--- src/rtl/lcd_ctrl.sv ---
// lcd_ctrl: queues CPU LCD register writes and replays them as HD44780 bus cycles
//   i_clk       system clock
//   i_reset     synchronous reset, active-low
//   i_wr        one-cycle write strobe from the LCD register
//   i_wdata     [31]=LCD on, [9]=RS, [7:0]=DATA
//   o_full      command queue holds FIFO_DEPTH entries
//   o_busy      queue non-empty or a bus cycle in progress
//   o_overflow  sticky, a write was dropped on a full queue
//   o_lcd_*     LCD pins (on, en, rs, rw, data)
module lcd_ctrl #(
  parameter int FIFO_DEPTH = 4,
  parameter int T_SETUP    = 2,
  parameter int T_EN       = 12,
  parameter int T_HOLD     = 2,
  parameter int T_EXEC     = 2000,
  parameter int T_CLEAR    = 82000
) (
  input  logic        i_clk,
  input  logic        i_reset,
  input  logic        i_wr,
  input  logic [31:0] i_wdata,
  output logic        o_full,
  output logic        o_busy,
  output logic        o_overflow,
  output logic        o_lcd_on,
  output logic        o_lcd_en,
  output logic        o_lcd_rs,
  output logic        o_lcd_rw,
  output logic [7:0]  o_lcd_data
);
  localparam int AW = $clog2(FIFO_DEPTH);
  localparam int CW = $clog2(T_CLEAR + 1);
  localparam logic [AW:0]   FULL_CNT = (AW + 1)'(FIFO_DEPTH);
  localparam logic [CW-1:0] C_SETUP  = CW'(T_SETUP - 1);
  localparam logic [CW-1:0] C_EN     = CW'(T_EN - 1);
  localparam logic [CW-1:0] C_HOLD   = CW'(T_HOLD - 1);
  localparam logic [CW-1:0] C_EXEC   = CW'(T_EXEC - 1);
  localparam logic [CW-1:0] C_CLEAR  = CW'(T_CLEAR - 1);
  typedef enum logic [2:0] {IDLE, SETUP, PULSE, HOLD, WAIT} state_t;
  state_t        state, state_nx;
  logic [CW-1:0] cnt, cnt_nx;
  logic [8:0]    mem [FIFO_DEPTH];
  logic [AW-1:0] wr_ptr, rd_ptr;
  logic [AW:0]   count;
  logic          push, pop, slow_cmd;
  logic          unused_wdata;
  assign unused_wdata = ^{i_wdata[30:10], i_wdata[8]};
  assign o_full   = count == FULL_CNT;
  assign o_busy   = state != IDLE || count != '0;
  assign o_lcd_en = state == PULSE;
  assign o_lcd_rw = 1'b0;
  assign push     = i_wr && !o_full;
  // clear display / return home need the long execution wait
  assign slow_cmd = !o_lcd_rs && o_lcd_data != 8'h00 && o_lcd_data[7:2] == 6'd0;
  always_comb begin
    state_nx = state;
    cnt_nx   = cnt;
    pop      = 1'b0;
    case (state)
      IDLE: if (count != '0) begin
        pop      = 1'b1;
        state_nx = SETUP;
        cnt_nx   = C_SETUP;
      end
      SETUP: if (cnt == '0) begin
        state_nx = PULSE;
        cnt_nx   = C_EN;
      end else cnt_nx = cnt - 1'b1;
      PULSE: if (cnt == '0) begin
        state_nx = HOLD;
        cnt_nx   = C_HOLD;
      end else cnt_nx = cnt - 1'b1;
      HOLD: if (cnt == '0) begin
        state_nx = WAIT;
        cnt_nx   = slow_cmd ? C_CLEAR : C_EXEC;
      end else cnt_nx = cnt - 1'b1;
      WAIT: if (cnt == '0) state_nx = IDLE;
        else cnt_nx = cnt - 1'b1;
      default: state_nx = IDLE;
    endcase
  end
  always_ff @(posedge i_clk) begin
    if (!i_reset) begin
      state      <= IDLE;
      cnt        <= '0;
      wr_ptr     <= '0;
      rd_ptr     <= '0;
      count      <= '0;
      o_overflow <= 1'b0;
      o_lcd_on   <= 1'b0;
      o_lcd_rs   <= 1'b0;
      o_lcd_data <= 8'h00;
    end else begin
      state <= state_nx;
      cnt   <= cnt_nx;
      count <= count + {{AW{1'b0}}, push} - {{AW{1'b0}}, pop};
      if (push) begin
        mem[wr_ptr] <= {i_wdata[9], i_wdata[7:0]};
        wr_ptr      <= wr_ptr + 1'b1;
      end
      if (pop) begin
        {o_lcd_rs, o_lcd_data} <= mem[rd_ptr];
        rd_ptr                 <= rd_ptr + 1'b1;
      end
      if (i_wr) o_lcd_on <= i_wdata[31];
      if (i_wr && o_full) o_overflow <= 1'b1;
    end
  end
endmodule
--- config.mk ---
export PLATFORM = sky130hd
export DESIGN_NAME = lcd_ctrl
export DESIGN_NICKNAME = d
export VERILOG_FILES = /design/src/rtl/lcd_ctrl.sv
export SDC_FILE = /design/constraint.sdc
export NUM_CORES = 1
export LEC_CHECK = 0
export BUFFER_PORTS_ARGS = -buffer_cell sky130_fd_sc_hd__buf_4
export CAP_MARGIN = 20
export CORE_UTILIZATION = 30
export DETAILED_ROUTE_END_ITERATION = 8
export GPL_TIMING_DRIVEN = 0
export REMOVE_ABC_BUFFERS = 1
export SYNTH_ARGS = -nofsm -noshare
export SYNTH_HDL_FRONTEND = slang
export SYNTH_SLANG_ARGS = --single-unit
--- constraint.sdc ---
create_clock -name i_clk -period 2.95 [get_ports i_clk]
set_input_delay 0.4425 -clock i_clk [delete_from_list [all_inputs] [get_ports i_clk]]
set_output_delay 0.4425 -clock i_clk [all_outputs]
set_load 0.1 [all_outputs]
Word-level counts from Yosys, hierarchy flattened
Memory sizes are Yosys's and may differ from the RTL's. A register that Yosys moved wholly into a read port is not among the register bits. Index checks and enable logic that the tools add are counted.

Equality and inequality tests: 11. Reduce and logical (&&, ||, !) cells: 17. Multiplexer cells: 18. $add $sub $neg: 5.

Operators with widths (number): $mux 17 (6); $pmux 17 s5 (1); $logic_not 17->1 (1); $sub 17x1->17 const B (1); $mux 3 (5); $pmux 3 s5 (1); $ne 2x2->1 const B (5); $reduce_bool 8->1 (1); $eq 3x2->1 const B (2); $eq 3x3->1 const B (2); $logic_not 6->1 (1); $reduce_bool 3->1 (2); $mux 1 (5); $reduce_and 5->1 (1); $reduce_bool 5->1 (1); $add 2x1->2 const B (2); $logic_and 1x1->1 (4); $add 3x1->3 (1); $eq 3x1->1 const B (1); $logic_not 1->1 (3); $logic_not 3->1 (1); $reduce_and 3->1 (1); $sub 3x1->3 (1); $ne 2x1->1 const B (1); $logic_or 1x1->1 (1).

Flip-flop bits (word level): 29. Logic and storage cells: 59. Memories: 1. Bits in writable memories: 36.

Memory list: mem (depth 4, width 9, read ports 1, clocked after memory_dff 1, wr ports 1, line 42) `logic [8:0] mem [FIFO_DEPTH];`.

Logic depth before layout (Yosys ltp)
Depth after elaboration: 6. Gate-level depth with buffers: 12.

Worst setup path before layout
OpenSTA, ideal clock, no wires.

Path type: reg-to-reg. Start: reg count[1]. End: reg count[2]. Cell stages (with the launch flop): 12. Path slack: -1.575 ns. Data required time: 2.822 ns. Path buffers: 0. Data arrival time: 4.397 ns. Cells stage by stage: dfxtp_1 > nor3b_1 > nor2b_1 > inv_1 > ha_1 > inv_1 > ha_1 > inv_1 > fa_1 > xor2_1 > xnor2_1 > nor2_1.

Longest elaborated chain between the ends: 5. Elaborated cells on any way between the ends: 8. Classes of those cells: 2 x add/sub; 1 x eq/ne; 2 x mux; 3 x reduce/logical.

Ends and longest elaborated chain: start: declaration (line 44) `logic [AW:0] count;`; start signal: assignment (line 96) `count <= count + {{AW{1'b0}}, push} - {{AW{1'b0}}, pop};`; $eq 3x3->1 (line 48) `assign o_full = count == FULL_CNT;`; named net o_full (line 22) `output logic o_full,`; $logic_not 1->1 (line 52) `assign push = i_wr && !o_full;`; $logic_and 1x1->1 (line 52); $add 3x1->3 (line 96); $sub 3x1->3 (line 96).

The timed path passes the listed nets, and every way through them passes these cells. A chain may end at the register's enable or synchronous reset.

Worst setup path in the final report
Start: reg count[1]. End: reg count[2].

Longest elaborated chain between the ends: 5. Elaborated cells on any way between the ends: 8. Classes of those cells: 2 x add/sub; 1 x eq/ne; 2 x mux; 3 x reduce/logical.

Ends and longest elaborated chain (line): $eq 3x3->1 (48); $logic_not 1->1 (52); $logic_and 1x1->1 (52); $add 3x1->3 (96); $sub 3x1->3 * (96).

Mark *: on every way between the ends. The rest lies on a longest branch, timed or not.

==> run_results.csv <==
group,metric,value,unit
clock_tree,cts_tree,"yes",
yosys,synth_area_leaders,"edfxtp_1 (32%), dfxtp_1 (23%), mux4_2 (6.0%)",
job,maxCapViolations,0,
global_route,antenna_found_initial,0,
global_route,grt_pass1_vias,2336,
detailed_routing,wl_met3,225,µm
detailed_routing,final_antenna_net_count,0,
status,status,"finished clean",
critical_path,cp.arrival,2.91,ns
pwr,leakage,0.00138,µW
die,die_h,108,µm
cells_and_area,area_delta_synth_final,15.6,%
yosys,async_reset_ff_frac,0,
timing,post-route-period-util,0.912,
cells_and_area,final_net_count,371,
global_route,grt_max_degree,28,
cells_and_area,drive_gt1_frac,0.207,
clock_tree,clock_latency,0.36,ns
die,fp-row-count,38,
yosys,synth_area_leader_cell,"edfxtp_1",
detailed_routing,first_pass_iters,4,
clock_tree,cts_buffers,9,
yosys,synth_top_cell_area_share,0.320,
detailed_routing,met1Wirelength,3.22,mm
pwr,p_total,4740,µW
timing,tightest_slew,0.782,ns
yosys,syn_area_per_cell,11.0,µm²
yosys,synth_seq_cells,74,
cells_and_area,multiInputGateArea,1440,µm²
timing,final_hold_viol_count,0,
detailed_routing,wl_per_cell,15.0,µm
die,die_area,11700,µm²
yosys,synth_edf_count,36,
detailed_routing,avgViaCountPerCell,4.91,
cells_and_area,n_antenna_cell,0,
pwr,ir_worst_vdd,0.446,mV
clock_tree,htree_levels,3,
detailed_routing,vias,2321,
global_route,grt_util_all_layers,0.132,
clock_tree,clock_path_buffers,2,
detailed_routing,highest_layer,"met4",
placed_design,portBuffers,26,
timing,max_freq,372,MHz
die,die_w,108,µm
timing,drv_slew,0,
critical_path,worst_setup_path_start_kind,"flip-flop",
critical_path,worstSetupPathType,"flip-flop to flip-flop",
clock_tree,root_buffer,"clkbuf_8",
cells_and_area,seq_area,1840,µm²
yosys,synthFlopType,"dfxtp_1",
placed_design,hpwl,4.87,mm
worst_hold_path,hold_depth,1,
detailed_routing,wl,7.11,mm
timing,max_slew_margin,0.476,
timing,setup_viol,0,
worst_hold_path,hold_path.class,"input pin to flip-flop",
timing,fin_worst_skew,0.0144,ns
cells_and_area,nFillCells,1078,
critical_path,cp.required,3.17,ns
critical_path,crit_path_max_fanout,12,
clock_tree,postCtsSetupBuffers,0,
critical_path,reg2reg_depth,11,
pwr,p_per_area,1210,nW/µm²
timing,fin_crit,2.69,ns
die,initial_core_util,0.310,
die,placeableCoreArea,10900,µm²
clock_tree,post_cts_resized,3,
yosys,yosys_warnings,0,
yosys,syn_area,3380,µm²
clock_tree,clkTransAtPathRegs,0.10,ns
global_route,overflow,0,
detailed_routing,drcViolationCount,0,
detailed_routing,route.met2.wl,3.58,mm
yosys,syn_inst,307,
yosys,synthDistinctLibCells,55,
clock_tree,holdBufCountCts,0,
placed_design,globalplace.congestion,0.816,
yosys,ys_seq_area_frac,0.545,
die,ioPinCount,50,
global_route,grt_pass1_wl,11.6,mm
clock_tree,clock-sinks,74,
critical_path,cp-end-kind,"flip-flop",
timing,tns,0,ns
timing,rsz0062_at_grt,"no",
detailed_routing,drt_iter0_markers,104,
synthesized netlist by cell type, drive strengths merged (2+ instances only):
| library cell | n |
|---|---|
| or4 | 5 |
| edfxtp | 36 |
| a22oi | 2 |
| ha | 7 |
| dfxtp | 38 |
| o2bb2ai | 2 |
| xnor2 | 9 |
| or3 | 5 |
| clkbuf | 10 |
| o21ai | 15 |
| nor3 | 10 |
| buf | 6 |
| nor2 | 26 |
| nor2b | 3 |
| mux4 | 9 |
| o21a | 2 |
| and3 | 5 |
| nor4 | 7 |
| nand2 | 31 |
| mux2i | 3 |
| a211oi | 2 |
| a21oi | 21 |
| o31a | 2 |
| o22ai | 3 |
| o211ai | 3 |
| or2 | 2 |
| nand2b | 7 |
| nand3 | 5 |
| inv | 11 |
| a31oi | 2 |
| xor2 | 3 |
| or4b | 2 |
layout by cell type, fill, tap and decap left out, drive strengths merged, types with 10 or more instances in the layout:
cell type / n
dfxtp: 38
nand2: 31
nor2: 26
o21ai: 15
edfxtp: 36
nor3: 10
a21oi: 21
buf: 26
inv: 14
state kept, by name, indices dropped and copies added, names as in the netlist:
register    cells
o_lcd_on        1
cnt            17
mem            36
rd_ptr          2
o_overflow      1
o_lcd_rs        1
wr_ptr          2
o_lcd_data      8
state           3
count           3
routing by layer:
metal	track usage	up-vias
li1	-	1158
met4	0.0528	0
met2	0.224	43
met5	0	-
met3	0.0344	7
met1	0.159	1113
stage by stage:
stage | hold slack [ns] | utilization | setup slack (ns) | instance area (µm²) | std cells
final | 0.276 | 0.359 | 0.258 | 3910 | 473
after CTS | 0.254 | 0.356 | 0.0177 | 3880 | 473
after global routing | 0.257 | 0.359 | 0.0223 | 3910 | 473
after detailed placement | 0.464 | 0.336 | -0.291 | 3660 | 457
after global placement | 0.458 | 0.336 | -0.225 | 3660 | 457
after floorplan | 0.443 | - | -1.58 | 3290 | 291
power by group:
group	switching, µW	internal (µW)	total, µW
logic	1530	827	2350
registers	268	1280	1550
clock network	426	407	833
worst max-delay path, cell delays in order (launching register included):
cell and delay, ns:
dfxtp_1 0.37, nor3_2 0.36, nand2b_2 0.39, inv_2 0.17
ha_1 0.30, inv_1 0.06, ha_1 0.13, inv_1 0.04
fa_1 0.37, xor2_1 0.18, xnor2_1 0.13, nor2_1 0.05
area by class of cell:
class	count	share of cell area
repair buffers	26	0.0500
multi-input cells	205	0.368
flip-flops and latches	74	0.472
inverters	12	0.0115
clock buffers	9	0.0317
well taps	140	0.0449
clock inverters	7	0.0218
worst paths after layout:
check,start,to,slack [ns]
max,count[1],count[2],0.26
min,i_wdata[4],mem[0][4],0.28
max reg2reg,count[1],count[2],0.26
min reg2reg,o_lcd_rs,o_lcd_rs,0.47
cells by family after synthesis:
group           after synthesis  share of synthesized area
flops                        74                      0.545
compound gates               59                      0.111
fa+ha+maj                     8                     0.0319
mux                          12                     0.0689
buf+inv                      28                     0.0404
other cells                   1                    0.00111
xor+xnor                     12                     0.0311
simple gates                113                      0.171
No activity file was read; power rests on OpenSTA's default activity.
